--- src/rtl/imem_loader.sv ---
// imem_loader: packs a big-endian byte stream into 32-bit words and writes them to instruction memory at index*4.
// Optional running byte checksum when IMEM_LOADER_CHECKSUM_EN is defined; otherwise checksum is tied to 0.
module imem_loader #(
    parameter int DEPTH  = 256,
    parameter int ADDR_W = 8
) (
    input  logic              clk,
    input  logic              rst_n,
    input  logic              start,
    input  logic [ADDR_W:0]   word_count,
    input  logic              byte_valid,
    input  logic [7:0]        byte_data,
    output logic              byte_ready,
    output logic              wr_en,
    output logic [31:0]       wr_addr,
    output logic [31:0]       wr_data,
    output logic              busy,
    output logic              done,
    output logic              err,
    output logic [7:0]        checksum
);
    localparam logic [1:0] S_IDLE  = 2'd0;
    localparam logic [1:0] S_LOAD  = 2'd1;
    localparam logic [1:0] S_WRITE = 2'd2;
    localparam logic [1:0] S_DONE  = 2'd3;

    localparam logic [ADDR_W:0]   DEPTH_C = (ADDR_W+1)'(DEPTH);
    localparam logic [ADDR_W:0]   ONE_C   = (ADDR_W+1)'(1);
    localparam logic [ADDR_W-1:0] IDX_INC = ADDR_W'(1);

    logic [1:0]        state_q, state_d;
    logic [ADDR_W:0]   cnt_q, cnt_d;
    logic [ADDR_W-1:0] idx_q, idx_d;
    logic [1:0]        pos_q, pos_d;
    logic [31:0]       word_q, word_d;
    logic              err_q, err_d;
    logic              accept;
    logic              last_word;

    // byte_ready depends on state only, so accept never feeds back into ready
    assign accept    = (state_q == S_LOAD) && byte_valid;
    assign last_word = ({1'b0, idx_q} == (cnt_q - ONE_C));

    always_comb begin
        state_d = state_q;
        cnt_d   = cnt_q;
        idx_d   = idx_q;
        pos_d   = pos_q;
        word_d  = word_q;
        err_d   = err_q;
        case (state_q)
            S_IDLE: begin
                if (start) begin
                    cnt_d   = (word_count > DEPTH_C) ? DEPTH_C : word_count;
                    err_d   = (word_count > DEPTH_C);
                    idx_d   = '0;
                    pos_d   = '0;
                    state_d = (word_count == '0) ? S_DONE : S_LOAD;
                end
            end
            S_LOAD: begin
                if (accept) begin
                    case (pos_q)
                        2'd0:    word_d[31:24] = byte_data;
                        2'd1:    word_d[23:16] = byte_data;
                        2'd2:    word_d[15:8]  = byte_data;
                        default: word_d[7:0]   = byte_data;
                    endcase
                    pos_d = pos_q + 2'd1;
                    if (pos_q == 2'd3) begin
                        state_d = S_WRITE;
                    end
                end
            end
            S_WRITE: begin
                if (last_word) begin
                    state_d = S_DONE;
                end else begin
                    state_d = S_LOAD;
                    idx_d   = idx_q + IDX_INC;
                    pos_d   = '0;
                end
            end
            S_DONE: begin
                state_d = S_IDLE;
            end
            default: begin
                state_d = S_IDLE;
            end
        endcase
    end

    always_ff @(posedge clk or negedge rst_n) begin
        if (!rst_n) begin
            state_q <= S_IDLE;
            cnt_q   <= '0;
            idx_q   <= '0;
            pos_q   <= '0;
            word_q  <= '0;
            err_q   <= 1'b0;
        end else begin
            state_q <= state_d;
            cnt_q   <= cnt_d;
            idx_q   <= idx_d;
            pos_q   <= pos_d;
            word_q  <= word_d;
            err_q   <= err_d;
        end
    end

    assign byte_ready = (state_q == S_LOAD);
    assign wr_en      = (state_q == S_WRITE);
    assign busy       = (state_q != S_IDLE);
    assign done       = (state_q == S_DONE);
    assign err        = err_q;
    assign wr_data    = word_q;
    assign wr_addr    = {{(32-ADDR_W-2){1'b0}}, idx_q, 2'b00};

`ifdef IMEM_LOADER_CHECKSUM_EN
    logic [7:0] csum_q, csum_d;

    always_comb begin
        csum_d = csum_q;
        if ((state_q == S_IDLE) && start) begin
            csum_d = '0;
        end else if (accept) begin
            csum_d = csum_q + byte_data;
        end
    end

    always_ff @(posedge clk or negedge rst_n) begin
        if (!rst_n) begin
            csum_q <= '0;
        end else begin
            csum_q <= csum_d;
        end
    end

    assign checksum = csum_q;
`else
    assign checksum = 8'h00;
`endif

endmodule
--- config.mk ---
export PLATFORM = sky130hd
export DESIGN_NAME = imem_loader
export DESIGN_NICKNAME = d
export VERILOG_FILES = /design/src/rtl/imem_loader.sv
export SDC_FILE = /design/constraint.sdc
export NUM_CORES = 1
export LEC_CHECK = 0
export CAP_MARGIN = 20
export CORE_UTILIZATION = 42
export CTS_CLUSTER_SIZE = 25
export DETAILED_ROUTE_END_ITERATION = 10
export PLACE_DENSITY = 0.77
export SLEW_MARGIN = 20
export SYNTH_ARGS = -nofsm -noshare
export SYNTH_HDL_FRONTEND = slang
export SYNTH_SLANG_ARGS = --single-unit
export TNS_END_PERCENT = 30
--- constraint.sdc ---
create_clock -name clk -period 2.1 [get_ports clk]
set_input_delay 0.42 -clock clk [delete_from_list [all_inputs] [get_ports clk]]
set_output_delay 0.42 -clock clk [all_outputs]
set_load 0.01 [all_outputs]
* Yosys cells after proc, flatten, opt, wreduce, memory -nomap -nowiden *
Index checks and enable logic that the tools add are counted.

cells by class
  reduce and logical (&&, ||, !) cells = 16
  equal/unequal tests = 11
  order comparisons = 1
  bitwise logic cells = 1
  $add $sub $neg = 3
  mux-type cells = 14

operators by type and width
  kind                                                    number
  AND reduction 3 bit                                     6
  two-way mux 2 bit                                       8
  two-way mux 8 bit                                       2
  case mux 8 bit (2 select lines)                         1
  == test 8 x 9 -> 1 bit                                  1
  > comparator 9 bit (second input constant)              1
  logical NOT 9 bit                                       1
  two-way mux 9 bit                                       1
  subtractor 9 x 1 -> 9 bit (second input constant)       1
  adder 8 x 1 -> 8 bit (second input constant)            1
  == test 2 bit (second input constant)                   4
  case mux 2 bit (4 select lines)                         1
  case mux 2 bit (3 select lines)                         1
  == test 2 x 1 -> 1 bit (second input constant)          2
  logical NOT 2 bit                                       2
  inequality test 2 x 1 -> 1 bit (second input constant)  2
  inequality test 2 bit (second input constant)           2
  AND reduction 4 bit                                     1
  nonzero test 2 bit                                      2
  nonzero test 3 bit                                      1
  OR reduction 3 bit                                      1
  adder 2 x 1 -> 2 bit (second input constant)            1
  AND reduction 2 bit                                     1
  logical AND 1 bit                                       1
  NOT 1 bit                                               1

word-level totals
  word-level logic and storage cells = 55
  input bits = 21
  output and inout bits = 77
  bits in registers = 54

* Depth between registers and ports, before layout *
Gate-level depths: netlist of run 1.

  depth after elaboration = 4
  gate-level depth with buffers = 9
  gate-level depth less buffers = 8

* Least setup slack after synthesis of run 1 *
Ideal clock, no wire load.

  path kind = reg-to-reg
  start point = register cnt_q[0]
  end point = register idx_q[1]
  cell stages (with the launch flop) = 9
  clock period less this slack = 2.240 ns
  arrival time = 2.119 ns
  setup slack = -0.140 ns
  path buffers = 1
  setup time = 0.121 ns
  required time = 1.979 ns
  path through = dfrtp_1 inv_1 ha_1 or2b_1 mux2_2 o32ai_1 o2111ai_4 buf_6 a32o_2

between the ends
  longest elaborated chain between the ends = 4

RTL lines
  element                                 line  text
  start, declared                         32    logic [ADDR_W:0] cnt_q, cnt_d;
  start signal, assigned                  103   cnt_q <= cnt_d;
  subtractor 9 x 1 -> 9 bit               42    assign last_word = ({1'b0, idx_q} == (cnt_q - ONE_C));
  == test 8 x 9 -> 1 bit                  42
  inequality test 2 bit (no source line)  n/a
  AND reduction 3 bit (no source line)    n/a
  end signal, assigned                    104   idx_q <= idx_d;
  end, declared                           33    logic [ADDR_W-1:0] idx_q, idx_d;

Every way passes these cells.
A chain may end at the register's enable or synchronous reset.

* Worst setup path in the final report of run 1 *
  start point = register cnt_q[2]
  end point = register idx_q[5]

Same word-level chain as after synthesis.

==> impl_summary.txt, run 1 <==
----------------------------------------------------
[Outcome]
  Run status ... finished with violations
  Violations in the final reports ... negative setup slack

[Synthesis]
  Synth top area cells ... sky130_fd_sc_hd__dfrtp_1 (46%), sky130_fd_sc_hd__mux2_2 (13%), sky130_fd_sc_hd__buf_4 (8.1%), sky130_fd_sc_hd__nand2_1 (3.8%), sky130_fd_sc_hd__ha_1 (3.0%)
  Average size of a mapped cell ... 10.8 um^2
  Synth warn ... 0
  Post-Synthesis Cells ... 273
  Commonest register cell after synthesis ... sky130_fd_sc_hd__dfrtp_1
  Yosys reg bits ... 54
  Post-synthesis sequential area ratio ... 45.7%
  Number of enable flip-flop cells after synthesis ... 0
  Portion of synthesized cell area occupied by the leading cell type ... 45.7%
  Synth async-reset ratio ... 100%
  Post-Synthesis Cell Area ... 0.00296 mm^2
  Post-synthesis cell type with the largest combined area ... sky130_fd_sc_hd__dfrtp_1
  Number of library cell types mapped by synthesis ... 50

[Timing]
  Final-report max-slew violation count ... 0
  Hold_ws ... 143 ps
  Final critical delay including setup and external delays ... 2360 ps
  Worst-margin pin slew ... 605 ps
  Period utilization ... 112%
  Number of endpoints with negative hold slack in the final report ... 0
  Setup repair after global routing missed its margin ... yes
  Highest attainable clock frequency ... 0.424 GHz
  # setup viols final ... 12
  Worst Setup Slack, final ... -258 ps
  Worst rel slew slack ... 59.6%
  Worst clock skew ... 6.13 ps

[Final layout]
  Most common cell after layout, fill and taps aside ... sky130_fd_sc_hd__clkdlybuf4s50_1
  Top library cells by usage in the layout, fill and taps aside ... sky130_fd_sc_hd__clkdlybuf4s50_1 (64), sky130_fd_sc_hd__dfrtp_1 (53), sky130_fd_sc_hd__mux2_2 (33)
  Fraction of layout instances using a drive strength above 1 ... 27.6%
  Final nets ... 393
  Layout area overhead ... 36.8%
  Ant diodes ... 0
  Count of placed standard cells in the final layout, fillers left out ... 462

[Setup path]
  Crit Path Max Fanout ... 5
  Reg-to-reg slack, setup ... -260 ps
  Critical Path Source Type ... register
  Required time of the critical path ... 2340 ps
  CP Class ... reg2reg
  Cell with the largest stage delay on the worst path ... sky130_fd_sc_hd__o41ai_4
  Crit. End Element ... register
  CP max stage delay ... 530 ps
  Arrival time reported for the critical path endpoint ... 2600 ps
  CP cell instances ... nor3_1, a21boi_0, o41ai_4, o2111ai_2, a31o_1, a21oi_1

[Die]
  Count of boundary I/O pins ... 98
  Core footprint ... 0.00679 mm^2
  Row count ... 30
  Die area ... 0.00738 mm^2
  Die span in x ... 85.9 um
  Die H ... 85.9 um
  Initial core utilization ... 43.6%

[Power]
  Static Leakage ... 1.82 nW
  Total power divided by cell area ... 1360 mW/mm^2
  Peak VDD IR ... 0.765 mV

[Clock network]
  Clock latency on the worst-skew pair ... 310 ps
  CTS Hold Buffers Added ... 0
  TritonCTS clock tree ... built
  Maximum count of clock buffers along a single path ... 2
  # H-tree levels ... 2
  Clock-pin slew reported for the worst setup and hold paths after clock tree synthesis ... 100 ps
  Root Buffer Master ... sky130_fd_sc_hd__clkbuf_8
  Clock buffer count from CTS ... 5
  TritonCTS Sinks ... 54

[Drt]
  Iteration count of the initial detailed-routing pass ... 4
  Drt via density ... 5.02
  Number of antenna-violating nets in the routed design ... 0
  Post-detailed-route DRC marker count ... 0
  Mean routed wirelength per cell ... 15.4 um
  Detailed Route Iter0 Violations ... 123
  Via count ... 2,321
  Detailed Route WL ... 7.14 mm

[Placed design]
  Total instance count after detailed placement ... 447
  Input/output buffers ... 65
  Last weighted congestion value of the routability-driven placer ... 0.922
  HPWL after detailed placement ... 4.90 mm

[GRT]
  GRT Util Overall ... 19.0%
  Congestion Overflow GR ... 0
  Number of global-route vias before repair ... 2,338
  Number of antenna violations at the first check in global routing ... 0
  First-pass GRT wire length ... 11.0 mm
  Maximum number of pins on one net before global-route repair ... 39

[Worst hold path]
  Path class of the lowest-slack min-delay path ... in2async

[Job]
  Max cap viols ... 0

----------------------------------------------------
## repair_timing
item | CTS | global route
setup buffers | 1 | 3
pin swaps | 3 | 9
resized for setup | 0 | 22
setup endpoints to repair | 12 | 13
cloned | 0 | 3
## kinds of logic (layout without fill, tap and decap cells)
family | after synthesis | in the layout | share of synthesized area [%]
AOI/OAI and AO/OA | 36 | 39 | 9.73
xor gates and xnor gates | 9 | 9 | 2.66
adders and majority gates | 7 | 7 | 2.96
buffers and inverters | 53 | 112 | 11.3
DFF | 54 | 54 | 45.7
muxes | 34 | 34 | 12.9
other | 1 | 32 | 0.127
and+or+nand+nor | 79 | 79 | 14.7
## metrics by stage
step                util [%]  setup TNS, ps  total power [mW]  area (um^2)  setup WS, ps
detailed placement      55.5          -1710              4.48         3770          -204
finish                  59.6          -2080              5.50         4050          -258
global placement        55.5           -774              4.40         3770          -112
global route            59.6          -2470              5.85         4050          -261
floorplan                  -           -110              3.22         3090         -41.7
CTS                     57.0          -1930              5.12         3870          -205
## routing by layer
| metal | GRT usage (%) | vias to the layer above | part of all wire (%) |
|---|---|---|---|
| met5 | 0 | - | 0 |
| met4 | 6.52 | 0 | 2.5 |
| met3 | 6.93 | 15 | 7.6 |
| met2 | 31.8 | 88 | 48 |
| met1 | 22.6 | 1143 | 41 |
| li1 | - | 1075 | - |
## flip-flops by register name, indices dropped and copies added, names as in the netlist
name,count
pos_q,2
state_q,2
idx_q,8
err,1
wr_data,32
cnt_q,9
## where the power goes
part | total [mW] | switching, mW | internal [mW]
Sequential | 1.82 | 0.344 | 1.47
Combinational | 3.06 | 1.40 | 1.66
Clock | 0.621 | 0.371 | 0.250
## worst max-delay path: cells and delay by family (launching register included)
kind            cells  cell delay (ps)
simple gates        1              390
flops               1              470
compound gates      5             1420
## cells in the mapped netlist, types with 2 or more instances
cell type,number
sky130_fd_sc_hd__a21oi_1,3
sky130_fd_sc_hd__buf_4,32
sky130_fd_sc_hd__a21boi_0,4
sky130_fd_sc_hd__nor2_1,6
sky130_fd_sc_hd__clkbuf_1,9
sky130_fd_sc_hd__nand2b_1,4
sky130_fd_sc_hd__and2_1,2
sky130_fd_sc_hd__nor3_1,3
sky130_fd_sc_hd__nor2b_1,4
sky130_fd_sc_hd__o41ai_1,2
sky130_fd_sc_hd__o21ai_0,7
sky130_fd_sc_hd__nand2_1,30
sky130_fd_sc_hd__nand4_1,4
sky130_fd_sc_hd__nand3_1,4
sky130_fd_sc_hd__a31oi_1,3
sky130_fd_sc_hd__mux2_2,33
sky130_fd_sc_hd__nand3b_1,8
sky130_fd_sc_hd__inv_1,10
sky130_fd_sc_hd__or2_2,2
sky130_fd_sc_hd__buf_6,2
sky130_fd_sc_hd__a41o_2,2
sky130_fd_sc_hd__xnor2_1,4
sky130_fd_sc_hd__ha_1,7
sky130_fd_sc_hd__dfrtp_1,54
sky130_fd_sc_hd__and3_1,3
sky130_fd_sc_hd__nor4_1,2
sky130_fd_sc_hd__xor2_1,5
sky130_fd_sc_hd__a31o_1,2
## final timing paths
path	from	to	cells past startpoint
min in group clk	err	err	2
max in group asynchronous	rst_n	cnt_q[2]	3
min reg2reg	err	err	2
min	rst_n	wr_data[21]	2
max reg2reg	cnt_q[2]	idx_q[5]	6
max	cnt_q[2]	idx_q[5]	6
## final cells by class
class                      instances  area (um^2)
multi-input combinational        200         1550
fill                             590         2750
sequential                        54         1350
clock buffer                       5         68.8
inverter                          10         37.5
clock inverter                     3         28.8
tap                               96          120
timing repair buffer              94          892
Note: power is estimated with default switching activity, not from simulation.
==> run 2: changes to the inputs <==
- SLEW_MARGIN: 20 -> 5
==> results of run 2 <==
The final DEF is identical to that of run 1; final timing and power are the same.
